`src/rtl/ccff_loader_pkg.sv`:
```
`default_nettype none
// ============================================================================
// Module      : ccff_loader_pkg
// Description : Shared types and constants for the ccff chain loader:
//               FSM state encoding, CRC-16-CCITT polynomial and seed, and
//               a single-bit MSB-first CRC step helper.
// Revision    : 1.0 - initial release
// ============================================================================
package ccff_loader_pkg;

   // Loader FSM states
   typedef enum logic [2:0] {
      ST_IDLE   = 3'd0,
      ST_CLR    = 3'd1,
      ST_SHIFT  = 3'd2,
      ST_ROTATE = 3'd3,
      ST_DONE   = 3'd4
   } state_t;

   localparam logic [15:0] CRC_POLY = 16'h1021;
   localparam logic [15:0] CRC_INIT = 16'hFFFF;

   // One step of a bit-serial, MSB-first CRC-16-CCITT.
   function automatic logic [15:0] crc16_step(input logic [15:0] crc,
                                              input logic        data_bit);
      logic fb;
      fb = crc[15] ^ data_bit;
      crc16_step = {crc[14:0], 1'b0} ^ (fb ? CRC_POLY : 16'h0000);
   endfunction

endpackage
`default_nettype wire

```
`src/rtl/ccff_crc16_serial.sv`:
```
`default_nettype none
// ============================================================================
// Module      : ccff_crc16_serial
// Description : Bit-serial CRC-16-CCITT accumulator (MSB-first).
//               i_init reseeds to CRC_INIT and takes priority over i_en;
//               i_en folds i_bit into the running CRC.
// Ports       : prog_clk    - clock
//               pReset_n    - asynchronous active-low reset (state = CRC_INIT)
//               i_init      - reseed the CRC
//               i_en        - accumulate i_bit this cycle
//               i_bit       - serial data bit
//               o_crc       - current CRC state
// Revision    : 1.0 - initial release
// ============================================================================
module ccff_crc16_serial
   import ccff_loader_pkg::*;
(
   input  logic        prog_clk,
   input  logic        pReset_n,
   input  logic        i_init,
   input  logic        i_en,
   input  logic        i_bit,
   output logic [15:0] o_crc
);

   logic [15:0] r_crc;

   always_ff @(posedge prog_clk or negedge pReset_n) begin
      if (!pReset_n) begin
         r_crc <= CRC_INIT;
      end else if (i_init) begin
         r_crc <= CRC_INIT;
      end else if (i_en) begin
         r_crc <= crc16_step(r_crc, i_bit);
      end
   end

   assign o_crc = r_crc;

endmodule
`default_nettype wire

```
`src/rtl/ccff_chain_loader.sv`:
```
`default_nettype none
// ============================================================================
// Module      : ccff_chain_loader
// Description : Loads a configuration flip-flop (ccff) chain from a stream
//               of bitstream words, LSB first. Optionally performs a
//               non-destructive readback pass (rotating the chain through
//               itself) and compares the CRC of the read-back bits against
//               the CRC of the loaded bits.
// Ports       : prog_clk      - configuration clock (only clock)
//               pReset_n      - asynchronous active-low reset
//               start         - 1-cycle pulse in IDLE starts a load
//               verify_en     - sampled at start; enables readback pass
//               abort         - level; returns to IDLE from any state
//               word_data     - bitstream word (LSB shifted first)
//               word_valid    - word handshake valid
//               word_ready    - word handshake ready
//               ccff_head     - serial data into the chain
//               ccff_tail     - serial data out of the chain
//               config_enable - chain shift enable
//               chain_pReset  - active-high clear to the chain
//               busy          - load in progress
//               done          - 1-cycle completion pulse
//               verify_fail   - readback CRC did not match load CRC
//               crc_out       - CRC of the bits shifted into the chain
// Revision    : 1.0 - initial release
// ============================================================================
module ccff_chain_loader
   import ccff_loader_pkg::*;
#(
   parameter int CHAIN_LEN = 41,
   parameter int WORD_W    = 32
)
(
   input  logic              prog_clk,
   input  logic              pReset_n,
   input  logic              start,
   input  logic              verify_en,
   input  logic              abort,
   input  logic [WORD_W-1:0] word_data,
   input  logic              word_valid,
   output logic              word_ready,
   output logic              ccff_head,
   input  logic              ccff_tail,
   output logic              config_enable,
   output logic              chain_pReset,
   output logic              busy,
   output logic              done,
   output logic              verify_fail,
   output logic [15:0]       crc_out
);

   localparam int c_cnt_w     = $clog2(CHAIN_LEN + 1);
   localparam int c_buf_cnt_w = $clog2(WORD_W + 1);

   localparam logic [c_cnt_w-1:0]     c_chain_len  = c_cnt_w'(CHAIN_LEN);
   localparam logic [c_cnt_w-1:0]     c_chain_last = c_cnt_w'(CHAIN_LEN - 1);
   localparam logic [c_cnt_w-1:0]     c_cnt_one    = c_cnt_w'(1);
   localparam logic [c_buf_cnt_w-1:0] c_word_bits  = c_buf_cnt_w'(WORD_W);
   localparam logic [c_buf_cnt_w-1:0] c_buf_one    = c_buf_cnt_w'(1);

   // ------------------------------------------------------------------------
   // State
   // ------------------------------------------------------------------------
   state_t                   r_state;
   logic                     r_clr_cnt;      // second CLR cycle marker
   logic [WORD_W-1:0]        r_buf;          // word being serialised
   logic [c_buf_cnt_w-1:0]   r_buf_cnt;      // bits left in r_buf (0 = empty)
   logic [c_cnt_w-1:0]       r_bit_cnt;      // bits shifted into the chain
   logic [c_cnt_w-1:0]       r_rot_cnt;      // readback rotations performed
   logic                     r_verify_en;    // verify_en captured at start
   logic                     r_verify_fail;
   logic [15:0]              r_crc_out;

   logic                     w_start_ok;
   logic                     w_shift_active;
   logic                     w_last_bit;
   logic                     w_rotate;
   logic                     w_last_rot;
   logic [15:0]              w_load_crc;
   logic [15:0]              w_tail_crc;
   logic [15:0]              w_tail_crc_next;

   // ------------------------------------------------------------------------
   // Decode of the current state
   // ------------------------------------------------------------------------
   assign w_start_ok     = (r_state == ST_IDLE) && start && !abort;
   assign w_shift_active = (r_state == ST_SHIFT) && (r_buf_cnt != '0);
   assign w_last_bit     = w_shift_active && (r_bit_cnt == c_chain_last);
   assign w_rotate       = (r_state == ST_ROTATE);
   assign w_last_rot     = w_rotate && (r_rot_cnt == c_chain_last);

   // The tail CRC including the bit being read back this cycle; on the final
   // rotation this is the complete readback CRC.
   assign w_tail_crc_next = crc16_step(w_tail_crc, ccff_tail);

   // ------------------------------------------------------------------------
   // Outputs (all decoded from registers so reset forces them low)
   // ------------------------------------------------------------------------
   assign word_ready    = (r_state == ST_SHIFT) && (r_buf_cnt == '0);
   assign config_enable = w_shift_active || w_rotate;
   assign chain_pReset  = (r_state == ST_CLR);
   assign busy          = (r_state != ST_IDLE);
   assign done          = (r_state == ST_DONE);
   assign verify_fail   = r_verify_fail;
   assign crc_out       = r_crc_out;

   // During ROTATE the chain is closed into a loop so its contents return
   // to where they started after CHAIN_LEN shifts.
   always_comb begin
      ccff_head = 1'b0;
      if (w_shift_active) begin
         ccff_head = r_buf[0];
      end else if (w_rotate) begin
         ccff_head = ccff_tail;
      end
   end

   // ------------------------------------------------------------------------
   // CRC accumulators: one over loaded bits, one over read-back bits
   // ------------------------------------------------------------------------
   ccff_crc16_serial u_load_crc (
      .prog_clk (prog_clk),
      .pReset_n (pReset_n),
      .i_init   (w_start_ok),
      .i_en     (w_shift_active && !abort),
      .i_bit    (r_buf[0]),
      .o_crc    (w_load_crc)
   );

   ccff_crc16_serial u_tail_crc (
      .prog_clk (prog_clk),
      .pReset_n (pReset_n),
      .i_init   (w_start_ok),
      .i_en     (w_rotate && !abort),
      .i_bit    (ccff_tail),
      .o_crc    (w_tail_crc)
   );

   // ------------------------------------------------------------------------
   // Loader FSM
   // ------------------------------------------------------------------------
   always_ff @(posedge prog_clk or negedge pReset_n) begin
      if (!pReset_n) begin
         r_state       <= ST_IDLE;
         r_clr_cnt     <= 1'b0;
         r_buf         <= '0;
         r_buf_cnt     <= '0;
         r_bit_cnt     <= '0;
         r_rot_cnt     <= '0;
         r_verify_en   <= 1'b0;
         r_verify_fail <= 1'b0;
         r_crc_out     <= 16'h0000;
      end else if (abort) begin
         // Abort wins over every transition, including a coincident start.
         // verify_fail and crc_out keep their values.
         r_state   <= ST_IDLE;
         r_clr_cnt <= 1'b0;
         r_buf     <= '0;
         r_buf_cnt <= '0;
      end else begin
         case (r_state)
            ST_IDLE: begin
               if (start) begin
                  r_state       <= ST_CLR;
                  r_clr_cnt     <= 1'b0;
                  r_buf_cnt     <= '0;
                  r_bit_cnt     <= '0;
                  r_rot_cnt     <= '0;
                  r_verify_fail <= 1'b0;
                  r_verify_en   <= verify_en;
               end
            end

            ST_CLR: begin
               // chain_pReset is held for exactly two cycles
               if (r_clr_cnt) begin
                  r_clr_cnt <= 1'b0;
                  r_state   <= ST_SHIFT;
               end else begin
                  r_clr_cnt <= 1'b1;
               end
            end

            ST_SHIFT: begin
               if (w_shift_active) begin
                  r_buf     <= r_buf >> 1;
                  r_buf_cnt <= r_buf_cnt - c_buf_one;
                  if (r_bit_cnt != c_chain_len) begin
                     r_bit_cnt <= r_bit_cnt + c_cnt_one;
                  end
                  if (w_last_bit) begin
                     // Chain is full: drop whatever is left of the word
                     r_buf     <= '0;
                     r_buf_cnt <= '0;
                     r_rot_cnt <= '0;
                     r_crc_out <= crc16_step(w_load_crc, r_buf[0]);
                     r_state   <= r_verify_en ? ST_ROTATE : ST_DONE;
                  end
               end else if (word_valid) begin
                  // word_ready is high whenever the buffer is empty here
                  r_buf     <= word_data;
                  r_buf_cnt <= c_word_bits;
               end
            end

            ST_ROTATE: begin
               if (w_last_rot) begin
                  r_verify_fail <= (w_tail_crc_next != w_load_crc);
                  r_state       <= ST_DONE;
               end else begin
                  r_rot_cnt <= r_rot_cnt + c_cnt_one;
               end
            end

            ST_DONE: begin
               r_state <= ST_IDLE;
            end

            default: begin
               r_state <= ST_IDLE;
            end
         endcase
      end
   end

endmodule
`default_nettype wire

```
`config.mk`:
```
export PLATFORM = sky130hd
export DESIGN_NAME = ccff_chain_loader
export DESIGN_NICKNAME = d
export VERILOG_FILES = /design/src/rtl/ccff_loader_pkg.sv /design/src/rtl/ccff_crc16_serial.sv /design/src/rtl/ccff_chain_loader.sv
export SDC_FILE = /design/constraint.sdc
export NUM_CORES = 1
export LEC_CHECK = 0
export BUFFER_PORTS_ARGS = -buffer_cell sky130_fd_sc_hd__buf_2
export CAP_MARGIN = 20
export CORE_MARGIN = 2
export CORE_UTILIZATION = 53
export DETAILED_ROUTE_END_ITERATION = 6
export GPL_ROUTABILITY_DRIVEN = 1
export HOLD_SLACK_MARGIN = 0.02
export MAX_ROUTING_LAYER = met4
export PLACE_DENSITY = 0.75
export SLEW_MARGIN = 30
export SYNTH_ARGS = -nofsm -noshare
export SYNTH_HDL_FRONTEND = slang
export SYNTH_HIERARCHICAL = 1
export SYNTH_SLANG_ARGS = --single-unit
export TNS_END_PERCENT = 10
```
`constraint.sdc`:
```
create_clock -name prog_clk -period 1.81 [get_ports prog_clk]
set_input_delay 0.181 -clock prog_clk [delete_from_list [all_inputs] [get_ports prog_clk]]
set_output_delay 0.181 -clock prog_clk [all_outputs]
set_load 0.005 [all_outputs]
```
==> summary.md <==
| Metric | Value |
|---|---|
| Failing checks | `setup timing` |
| Core Util, Final | `68.49%` |
| Final clock skew | `15.56 ps` |
| Post-synth top area cell | `dfrtp_1` |
| CTS max path bufs | `2` |
| Switch share | `35.06%` |
| Clock-pin slew on the worst setup and hold paths | `110 ps` |
| Sequential share of the synthesized area | `50.35%` |
| Overall die height | `103.5 um` |
| Top cell type's share of synthesized area | `34.33%` |
| Final Hold Slack | `41.35 ps` |
| Detail Placement HPWL | `7732 um` |
| Placer Congestion | `0.9032` |
| Comb pwr share | `36.1%` |
| Crit start category | `flop` |
| Die extent in x | `103.5 um` |
| Vias/cell | `5.846` |
| Seq cells post-synth | `104` |
| Synth cell types | `57` |
| Number of antenna violations at the first check in global routing | `0` |
| Status | `finished with violations` |
| DRC viols | `0` |
| # setup viols final | `70` |
| Net Sw Power | `0.002564 W` |
| Max FO, Critical Path | `7` |
| Ranking of synthesized cells by area | `dfrtp_1 34%, dfstp_2 16%, a211o_1 5.3%, nor2b_1 4.3%, a22oi_1 4.1%` |
| Clock sinks | `104` |
| DR pass1 iterations | `5` |
| Initial DRC count | `264` |
| Most common cell in the netlist | `dfrtp_1` |
| Crit end category | `flop` |
| Async S/R FF share, synth | `100.0%` |
| Max-slew violations | `0` |
| Primary FF master, synth | `dfrtp_1` |
| Power density over cell area | `1103 mW/mm^2` |
| Final period util | `111.0%` |
| Top Ports | `62` |
| P&R area growth vs syn | `26.36%` |
| Ant diodes | `0` |
| Root Buffer | `clkbuf_8` |
| Vias | `4285` |
| First-pass GRT wire length | `20320 um` |
| Vias in the first global route | `4156` |
| Final worst setup slack | `-199.2 ps` |
| Mean Syn Cell Area | `10.54 um^2` |
| CTS buffer count | `9` |
| Max Freq | `497.7 MHz` |
| Slew headroom | `63.51%` |
| WHS Path Cells | `3` |
| Worst-Margin Slew | `547.3 ps` |
| Clk pwr share | `19.3%` |
| Top post-synthesis cells by count | `72 x dfrtp_1, 41 x nor2_1, 40 x a21oi_1, 36 x nor2b_1` |
| Max cap viols | `0` |
| Avg WL per Cell | `18.04 um` |
| CP Data Arrival Time | `2300 ps` |
| Maximum vdd drop | `0.8738 mV` |
| Placed insts | `694` |
| All-Layer GR Usage | `24.34%` |
| FP Rows | `36` |
| Starting density of the core | `54.20%` |
| Fin cells | `733` |
| EDFF count, synth | `0` |
| RSZ-0062 raised after global routing | `true` |
| DRT antenna net count | `0` |
| P_leak | `2.957 nW` |
| Routed wire length | `13220 um` |
| Layout cell share with drive strength beyond 1 | `37.83%` |
| Die area | `0.01072 mm^2` |
| Fin nets | `640` |
| Mapped cell area | `0.005249 mm^2` |
| Flop pwr share | `44.6%` |
| Synth Warn # | `6` |
| Port Buffer Count | `61` |
| Mapped Nets | `543` |
| Setup Crit Path Kind | `reg -> reg` |
| GR Overflow Total | `0` |
| Tmin final | `2009 ps` |
| HP Class | `in -> reg` |
| H-tree levels | `3` |
| Core box area | `0.009684 mm^2` |
| Largest net degree at the start of global routing | `105` |
| Required time of the critical path | `2100 ps` |
| Final Hold Fails | `0` |
| Worst-Skew Late Latency | `400 ps` |
| Post-Synthesis Cells | `498` |
| Internal power | `0.004750 W` |
| Reg2Reg Depth | `6` |
| CTS tree | `done` |
-- worst max-delay path: stages (launching register included) --
cell	delay, ps
dfrtp_1	440
buf_6	140
or4b_4	580
a21oi_4	160
buf_12	170
nand2_4	90
mux2_4	310
-- layer usage --
layer  GRT usage [%]  up-vias  share of wire [%]
met2           39.92      132                 53
met4           9.266        0                1.8
met5               -        -                  0
met1           29.69     2140                 41
met3           5.349       26                4.7
li1                -     1987                  -
-- state kept, by name, indices dropped and copies added (netlist names) --
| register | cells |
|---|---|
| r_buf_cnt | 6 |
| r_state | 3 |
| r_clr_cnt | 1 |
| r_rot_cnt | 6 |
| u_tail_crc/o_crc | 16 |
| u_load_crc/o_crc | 16 |
| r_verify_en | 1 |
| verify_fail | 1 |
| crc_out | 16 |
| r_bit_cnt | 6 |
| r_buf | 32 |
-- timing repair --
action	4_1_cts	5_1_grt
buffers inserted	12	2
hold buffers	2	0
hold endpoints to repair	73	0
resized for setup	26	39
gates cloned	3	4
setup endpoints to repair	66	107
pin swaps	36	33
-- path summary, 6_finish.rpt --
check	start	endpoint	slack [ps]
max in group asynchronous	pReset_n	u_load_crc/o_crc[9]	1010
min reg2reg	crc_out[8]	crc_out[8]	510
max	r_state[0]	crc_out[11]	-200
min in group asynchronous	pReset_n	r_clr_cnt	380
min	word_data[31]	r_buf[31]	40
max reg2reg	r_state[0]	crc_out[11]	-200
-- power groups by stage --
stage                     registers, W  logic (W)  clock network (W)
after floorplan                0.00315    0.00149                  0
after global placement         0.00324    0.00206                  0
after detailed placement       0.00327    0.00212                  0
after CTS                      0.00323    0.00232            0.00145
after global routing           0.00330    0.00289            0.00154
final                          0.00326    0.00264            0.00141
-- cell families after synthesis --
logic type | count (synthesis) | synth area share (%)
AOI/OAI and AO/OA | 146 | 19.07
xor gates and xnor gates | 28 | 5.816
adders and majority gates | 6 | 1.430
buffers and inverters | 45 | 4.029
DFF | 104 | 50.35
muxes | 17 | 4.029
and+or+nand+nor | 152 | 15.28
-- through the flow --
stage	setup TNS, ps	total power (W)	setup WS [ps]	instance area [um^2]
detailed placement	-998.7	0.005390	-77.08	5918
floorplan	-343.4	0.004643	-50.70	5266
global placement	-61.15	0.005295	-11.01	5918
global route	-13710	0.007724	-243.6	6633
finish	-10620	0.007314	-199.2	6633
CTS	-7240	0.007003	-152.0	6365
-- layout make-up --
type                            instances  area, um^2
Clock buffer                           10       127.6
Clock inverter                          6       52.55
Fill cell                             692        3052
Inverter                               15       56.30
Multi-Input combinational cell        351        2641
Sequential cell                       104        2644
Tap cell                              133       166.4
Timing Repair Buffer                  114       944.7
-- cells in the final DEF (no fill, tap or decap), drive strengths merged, types with 14 or more instances in the layout --
master,Yosys,routed
a22oi,29,29
a21oi,41,41
o21ai,16,16
nor2b,36,36
inv,15,19
nand2,29,31
buf,17,108
xor2,14,14
dfstp,32,32
a211o,32,32
mux2,15,15
nor2,41,41
dfrtp,72,72
(Power assumes the default switching activity.)
